### config.mk
export PLATFORM = sky130hd
export DESIGN_NAME = grid_mem_rc
export DESIGN_NICKNAME = d
export VERILOG_FILES = /design/src/rtl/grid_pkg.sv /design/src/rtl/grid_rowclr_fsm.sv /design/src/rtl/grid_mem_rc.sv
export SDC_FILE = /design/constraint.sdc
export NUM_CORES = 2
export LEC_CHECK = 0
export CAP_MARGIN = 20
export CORE_MARGIN = 3
export CORE_UTILIZATION = 50
export DETAILED_ROUTE_END_ITERATION = 8
export PLACE_DENSITY = 0.65
export SKIP_CTS_REPAIR_TIMING = 1
export SYNTH_ARGS = -nofsm -noshare
export SYNTH_HDL_FRONTEND = slang
export SYNTH_HIERARCHICAL = 1
export SYNTH_SLANG_ARGS = --single-unit
### constraint.sdc
create_clock -name clk -period 6.8 [get_ports clk]
set_input_delay 0.68 -clock clk [delete_from_list [all_inputs] [get_ports clk]]
set_output_delay 0.68 -clock clk [all_outputs]
set_load 0.005 [all_outputs]
### src/rtl/grid_pkg.sv
// rtl/grid_pkg.sv - shared constants and collapse state type for the grid memory
// Purpose: default grid geometry, linear cell count and row-collapse FSM states.
// Exports: GRID_DATA_W, GRID_COLS, GRID_ROWS, GRID_ADDR_W, GRID_CELLS, clr_state_e.
package grid_pkg;

  localparam int GRID_DATA_W = 8;
  localparam int GRID_COLS   = 10;
  localparam int GRID_ROWS   = 20;
  localparam int GRID_ADDR_W = 8;
  localparam int GRID_CELLS  = GRID_ROWS * GRID_COLS;

  typedef enum logic [1:0] {
    IDLE  = 2'd0,
    SHIFT = 2'd1,
    FILL  = 2'd2,
    DONE  = 2'd3
  } clr_state_e;

endpackage

### src/rtl/grid_rowclr_fsm.sv
// rtl/grid_rowclr_fsm.sv - row-collapse sequencer for the grid memory
// Purpose: walks rows clr_row..1 copying each cell from the row above, then
//          zero-fills row 0, one cell per cycle.
// Ports: clk, rst_n (async, active-low); clr_start_i/clr_row_i command;
//        busy_o, done_o status; we_o, fill_o, rd_addr_o, wr_addr_o drive the array.
module grid_rowclr_fsm
  import grid_pkg::*;
#(
  parameter int COLS   = GRID_COLS,
  parameter int ROWS   = GRID_ROWS,
  parameter int ADDR_W = GRID_ADDR_W
) (
  input  logic              clk,
  input  logic              rst_n,
  input  logic              clr_start_i,
  input  logic [ADDR_W-1:0] clr_row_i,
  output logic              busy_o,
  output logic              done_o,
  output logic              we_o,
  output logic              fill_o,
  output logic [ADDR_W-1:0] rd_addr_o,
  output logic [ADDR_W-1:0] wr_addr_o
);

  localparam logic [ADDR_W-1:0] COLS_A = ADDR_W'(COLS);
  localparam logic [ADDR_W-1:0] ROWS_A = ADDR_W'(ROWS);
  localparam logic [ADDR_W-1:0] ONE_A  = ADDR_W'(1);

  clr_state_e        state_q, state_d;
  logic [ADDR_W-1:0] row_q, row_d;
  logic [ADDR_W-1:0] col_q, col_d;
  logic              last_col;

  always_ff @(posedge clk or negedge rst_n) begin
    if (!rst_n) begin
      state_q <= IDLE;
      row_q   <= '0;
      col_q   <= '0;
    end else begin
      state_q <= state_d;
      row_q   <= row_d;
      col_q   <= col_d;
    end
  end

  always_comb begin
    state_d   = state_q;
    row_d     = row_q;
    col_d     = col_q;
    busy_o    = 1'b0;
    done_o    = 1'b0;
    we_o      = 1'b0;
    fill_o    = 1'b0;
    last_col  = (col_q == COLS_A - ONE_A);
    // Source is the same column one row up; only meaningful in SHIFT.
    rd_addr_o = (row_q - ONE_A) * COLS_A + col_q;
    wr_addr_o = row_q * COLS_A + col_q;

    unique case (state_q)
      // DONE behaves like IDLE for command acceptance so back-to-back
      // collapses lose no cycle.
      IDLE, DONE: begin
        done_o  = (state_q == DONE);
        state_d = IDLE;
        if (clr_start_i && (clr_row_i < ROWS_A)) begin
          row_d   = clr_row_i;
          col_d   = '0;
          state_d = (clr_row_i == '0) ? FILL : SHIFT;
        end
      end
      SHIFT: begin
        busy_o = 1'b1;
        we_o   = 1'b1;
        col_d  = last_col ? '0 : col_q + ONE_A;
        if (last_col) begin
          row_d = row_q - ONE_A;
          // row_q reaches 0 here, so FILL addresses row 0 directly.
          if (row_q == ONE_A) state_d = FILL;
        end
      end
      FILL: begin
        busy_o = 1'b1;
        we_o   = 1'b1;
        fill_o = 1'b1;
        col_d  = last_col ? '0 : col_q + ONE_A;
        if (last_col) state_d = DONE;
      end
      default: state_d = IDLE;
    endcase
  end

endmodule

### src/rtl/grid_mem_rc.sv
// rtl/grid_mem_rc.sv - dual-port playfield memory with row-collapse engine
// Purpose: port A read/write (write-first), port B read-only (write-first vs A),
//          both registered; optional collapse engine under GRID_MEM_RC_ROWCLR_EN.
// Ports: clk, rst_n (async, active-low); addr_a/data_a/we_a -> q_a;
//        addr_b -> q_b; clr_start/clr_row -> clr_busy/clr_done.
// Macro: GRID_MEM_RC_ROWCLR_EN builds the collapse engine; otherwise plain RAM.
module grid_mem_rc
  import grid_pkg::*;
#(
  parameter int DATA_W = GRID_DATA_W,
  parameter int COLS   = GRID_COLS,
  parameter int ROWS   = GRID_ROWS,
  parameter int ADDR_W = GRID_ADDR_W
) (
  input  logic              clk,
  input  logic              rst_n,
  input  logic [ADDR_W-1:0] addr_a,
  input  logic [DATA_W-1:0] data_a,
  input  logic              we_a,
  output logic [DATA_W-1:0] q_a,
  input  logic [ADDR_W-1:0] addr_b,
  output logic [DATA_W-1:0] q_b,
  input  logic              clr_start,
  input  logic [ADDR_W-1:0] clr_row,
  output logic              clr_busy,
  output logic              clr_done
);

  localparam int            CELLS   = ROWS * COLS;
  localparam logic [ADDR_W:0] CELLS_X = (ADDR_W+1)'(CELLS);

  logic [DATA_W-1:0] mem [CELLS];

  logic              a_in, b_in, a_wr;
  logic              eng_we, eng_fill;
  logic [ADDR_W-1:0] eng_raddr, eng_waddr;
  logic [DATA_W-1:0] eng_wdata;

`ifdef GRID_MEM_RC_ROWCLR_EN
  grid_rowclr_fsm #(
    .COLS   (COLS),
    .ROWS   (ROWS),
    .ADDR_W (ADDR_W)
  ) u_rowclr (
    .clk         (clk),
    .rst_n       (rst_n),
    .clr_start_i (clr_start),
    .clr_row_i   (clr_row),
    .busy_o      (clr_busy),
    .done_o      (clr_done),
    .we_o        (eng_we),
    .fill_o      (eng_fill),
    .rd_addr_o   (eng_raddr),
    .wr_addr_o   (eng_waddr)
  );
`else
  logic unused_clr;
  assign unused_clr = ^{clr_start, clr_row};
  assign clr_busy   = 1'b0;
  assign clr_done   = 1'b0;
  assign eng_we     = 1'b0;
  assign eng_fill   = 1'b0;
  assign eng_raddr  = '0;
  assign eng_waddr  = '0;
`endif

  assign a_in      = ({1'b0, addr_a} < CELLS_X);
  assign b_in      = ({1'b0, addr_b} < CELLS_X);
  // Port A is locked out while the engine owns the array, so the two write
  // sources never collide.
  assign a_wr      = we_a & a_in & ~clr_busy;
  assign eng_wdata = eng_fill ? '0 : mem[eng_raddr];

  always_ff @(posedge clk) begin
    if (eng_we) begin
      mem[eng_waddr] <= eng_wdata;
    end else if (a_wr) begin
      mem[addr_a] <= data_a;
    end
  end

  always_ff @(posedge clk or negedge rst_n) begin
    if (!rst_n) begin
      q_a <= '0;
    end else if (!clr_busy) begin
      if (!a_in)     q_a <= '0;
      else if (we_a) q_a <= data_a;
      else           q_a <= mem[addr_a];
    end
  end

  always_ff @(posedge clk or negedge rst_n) begin
    if (!rst_n) begin
      q_b <= '0;
    end else begin
      if (!b_in)                         q_b <= '0;
      else if (a_wr && addr_a == addr_b) q_b <= data_a;
      else                               q_b <= mem[addr_b];
    end
  end

endmodule
==> flow_summary.ini <==
[synth]
synth_edf_count = 1600
synthArstFlopShare_pct = 0.990
syn_area_um2 = 76100
postSynthRegisterBits = 1616
synth_cell_types = 66
synth-seq-area-share_pct = 63.7
synth-main-ff-cell = edfxtp_1
syn_inst = 3796
synth_warnings = 6
avgSynthCellArea_um2 = 20.0

[timing]
clock.fmax_ghz = 0.238
min_period_ns = 4.20
fin_crit_sh_pct = 61.8
clock_skew_ns = 0.0266
relSlewSlack_pct = 17.6
rsz0062_at_grt = no
setup_tns_ns = 0
finalSetupViolations = 0
slew_viol_final = 0
timing_hold_violations_final = 0
tightest_slew_ns = 1.23

[power_and_ir_drop]
vdd_drop_max_mv = 0.258
p_sw_share_pct = 23.1
p_leak_nw = 25.9
p_int_mw = 16.7
power.density_nw_per_um2 = 259
pwr-share-clk_pct = 40.7
switchingPower_mw = 5.02
seq_power_share_pct = 50.6
p_comb_share_pct = 8.6

[global_routing]
gr-total-overflow = 0
grtUsageMet2_pct = 44.8
grt_pass1_wl_um = 332000
grt_use_met1_pct = 42.7
antenna_found_initial = 7
busiest_layer = met2
use_met3_pct = 9.96
grt_max_degree = 140
grt_usage_pct = 30.3
grt_pass1_vias = 42400

[cells_and_area]
mostFrequentLayoutCells = edfxtp_1, mux4_2, nor2_1
fillerInstances = 11300
drive_above_1_share_pct = 32.2
stdcell_area_um2 = 83800
syn2layout_area_growth_pct = 10.1
layout_commonest_cell = edfxtp_1
nNetsFinal = 3887

[place]
place_area_um2 = 78500
dp_hpwl_um = 152000
place.gp.congestion = 1.01
io_buffers = 42

[routing]
vias_per_cell = 7.15
dr.pass1.iters = 7
drc_errors = 0
routed_wl_um = 237000
ant_nets = 0
first_iter_violations = 6558
wl_per_cell_um = 39.5
vias = 42900

[clock_tree]
clock-root-buffer = clkbuf_16
numCtsBuffers = 170
cts_max_path_buffers = 3
htree_num_levels = 4
clkTransAtPathRegs_ns = 0.06
clock_sinks = 1616
cts_tree = done
clock_latency_ns = 0.81

[min_path]
hold_path_class = input port to register

[critical_path]
critPathKind = input port to register
path_max_fanout = 36
end_kind = register
required_ns = 7.21
arrival_ns = 4.62
worstSetupStartpointType = input port

[floorplanning]
fp.dieW_um = 396
initial_core_util_pct = 50.6
dieArea_um2 = 157000
rows = 142
core_area_um2 = 150000
die_h_um = 396
ios = 54

[status]
status = finished clean

[flow_run]
drv_cap = 0
routing by layer:
| metal | routed length [µm] | up-vias |
|---|---|---|
| li1 | - | 16500 |
| met1 | 89800 | 23100 |
| met2 | 107000 | 2821 |
| met3 | 30000 | 467 |
| met4 | 9840 | 4 |
| met5 | 125 | - |
Yosys cell counts, drive strengths merged, types with 24 or more instances:
cell    number  area share (%)
a21oi       43            0.28
a22oi       29            0.29
buf        200             2.0
clkbuf     113            0.56
edfxtp    1600              63
mux2i      146             1.9
mux4       876              26
nand2      149            0.73
nand3       37            0.24
nor2       245             1.2
nor2b       24            0.20
nor3        29            0.19
o21ai       39            0.26
per-stage QoR:
stage	hold slack (ns)	worst slack, ns	std cells	util [%]	total power [mW]
2_1_floorplan	0.384	3.61	3797	-	12.3
5_1_grt	0.290	2.55	5995	55.7	22.3
6_report	0.293	2.60	5996	55.7	21.7
3_3_place_gp	1.01	2.05	5678	52.1	13.0
3_5_place_dp	1.02	2.04	5686	52.2	13.0
4_1_cts	0.251	2.87	5986	55.6	21.8
worst max-delay path, stage by stage:
cell and delay [ns]:
clkbuf_8 0.43, nor2b_1 0.95, nand2_1 1.08, buf_4 0.53
nor2_1 0.82
cell type report:
type | instances | area [µm²] | share of cell area (%)
flip-flops and latches | 1616 | 48400 | 57.8
multi-input cells | 1861 | 25700 | 30.7
clock buffers | 221 | 4570 | 5.46
well taps | 2016 | 2520 | 3.01
repair buffers | 195 | 1870 | 2.23
clock inverters | 79 | 611 | 0.729
inverters | 7 | 30.0 | 0.0358
diodes | 1 | 2.50 | 0.00299
worst paths after layout:
check | startpoint | endpoint | slack, ns | cells after the start
worst min register to register | mem[199][3] | q_b[3] | 1.06 | 6
max in group asynchronous | rst_n | q_b[4] | 5.88 | 1
worst min-delay path | data_a[6] | mem[72][6] | 0.29 | 1
min in group asynchronous | rst_n | q_b[2] | 0.37 | 1
worst max-delay path | addr_a[3] | mem[26][7] | 2.60 | 5
worst max register to register | mem[192][0] | q_b[0] | 3.61 | 8
cells by family (layout without fill, tap and decap cells):
group                  after synthesis  after routing  synth area share (%)
AO/OA/AOI/OAI                      256            256                  2.36
XOR/XNOR                             8              8                0.0921
buffers and inverters              320            502                  2.57
flip-flops                        1616           1616                  63.7
multiplexers                      1033           1033                  28.1
other                                1              3               0.00493
AND/OR/NAND/NOR                    562            562                  3.24
state kept, by name, indices dropped and copies added, names as in the netlist:
register,cells
q_a,8
q_b,8
mem,1600
power groups by stage:
stage	logic (mW)	registers, mW	clock network [mW]
floorplan	1.08	11.2	0
global placement	1.82	11.2	0
detailed placement	1.83	11.2	0
CTS	1.83	11.0	8.93
global route	1.92	11.0	9.33
finish	1.87	11.0	8.85
Note: power is estimated with default switching activity, not from simulation.
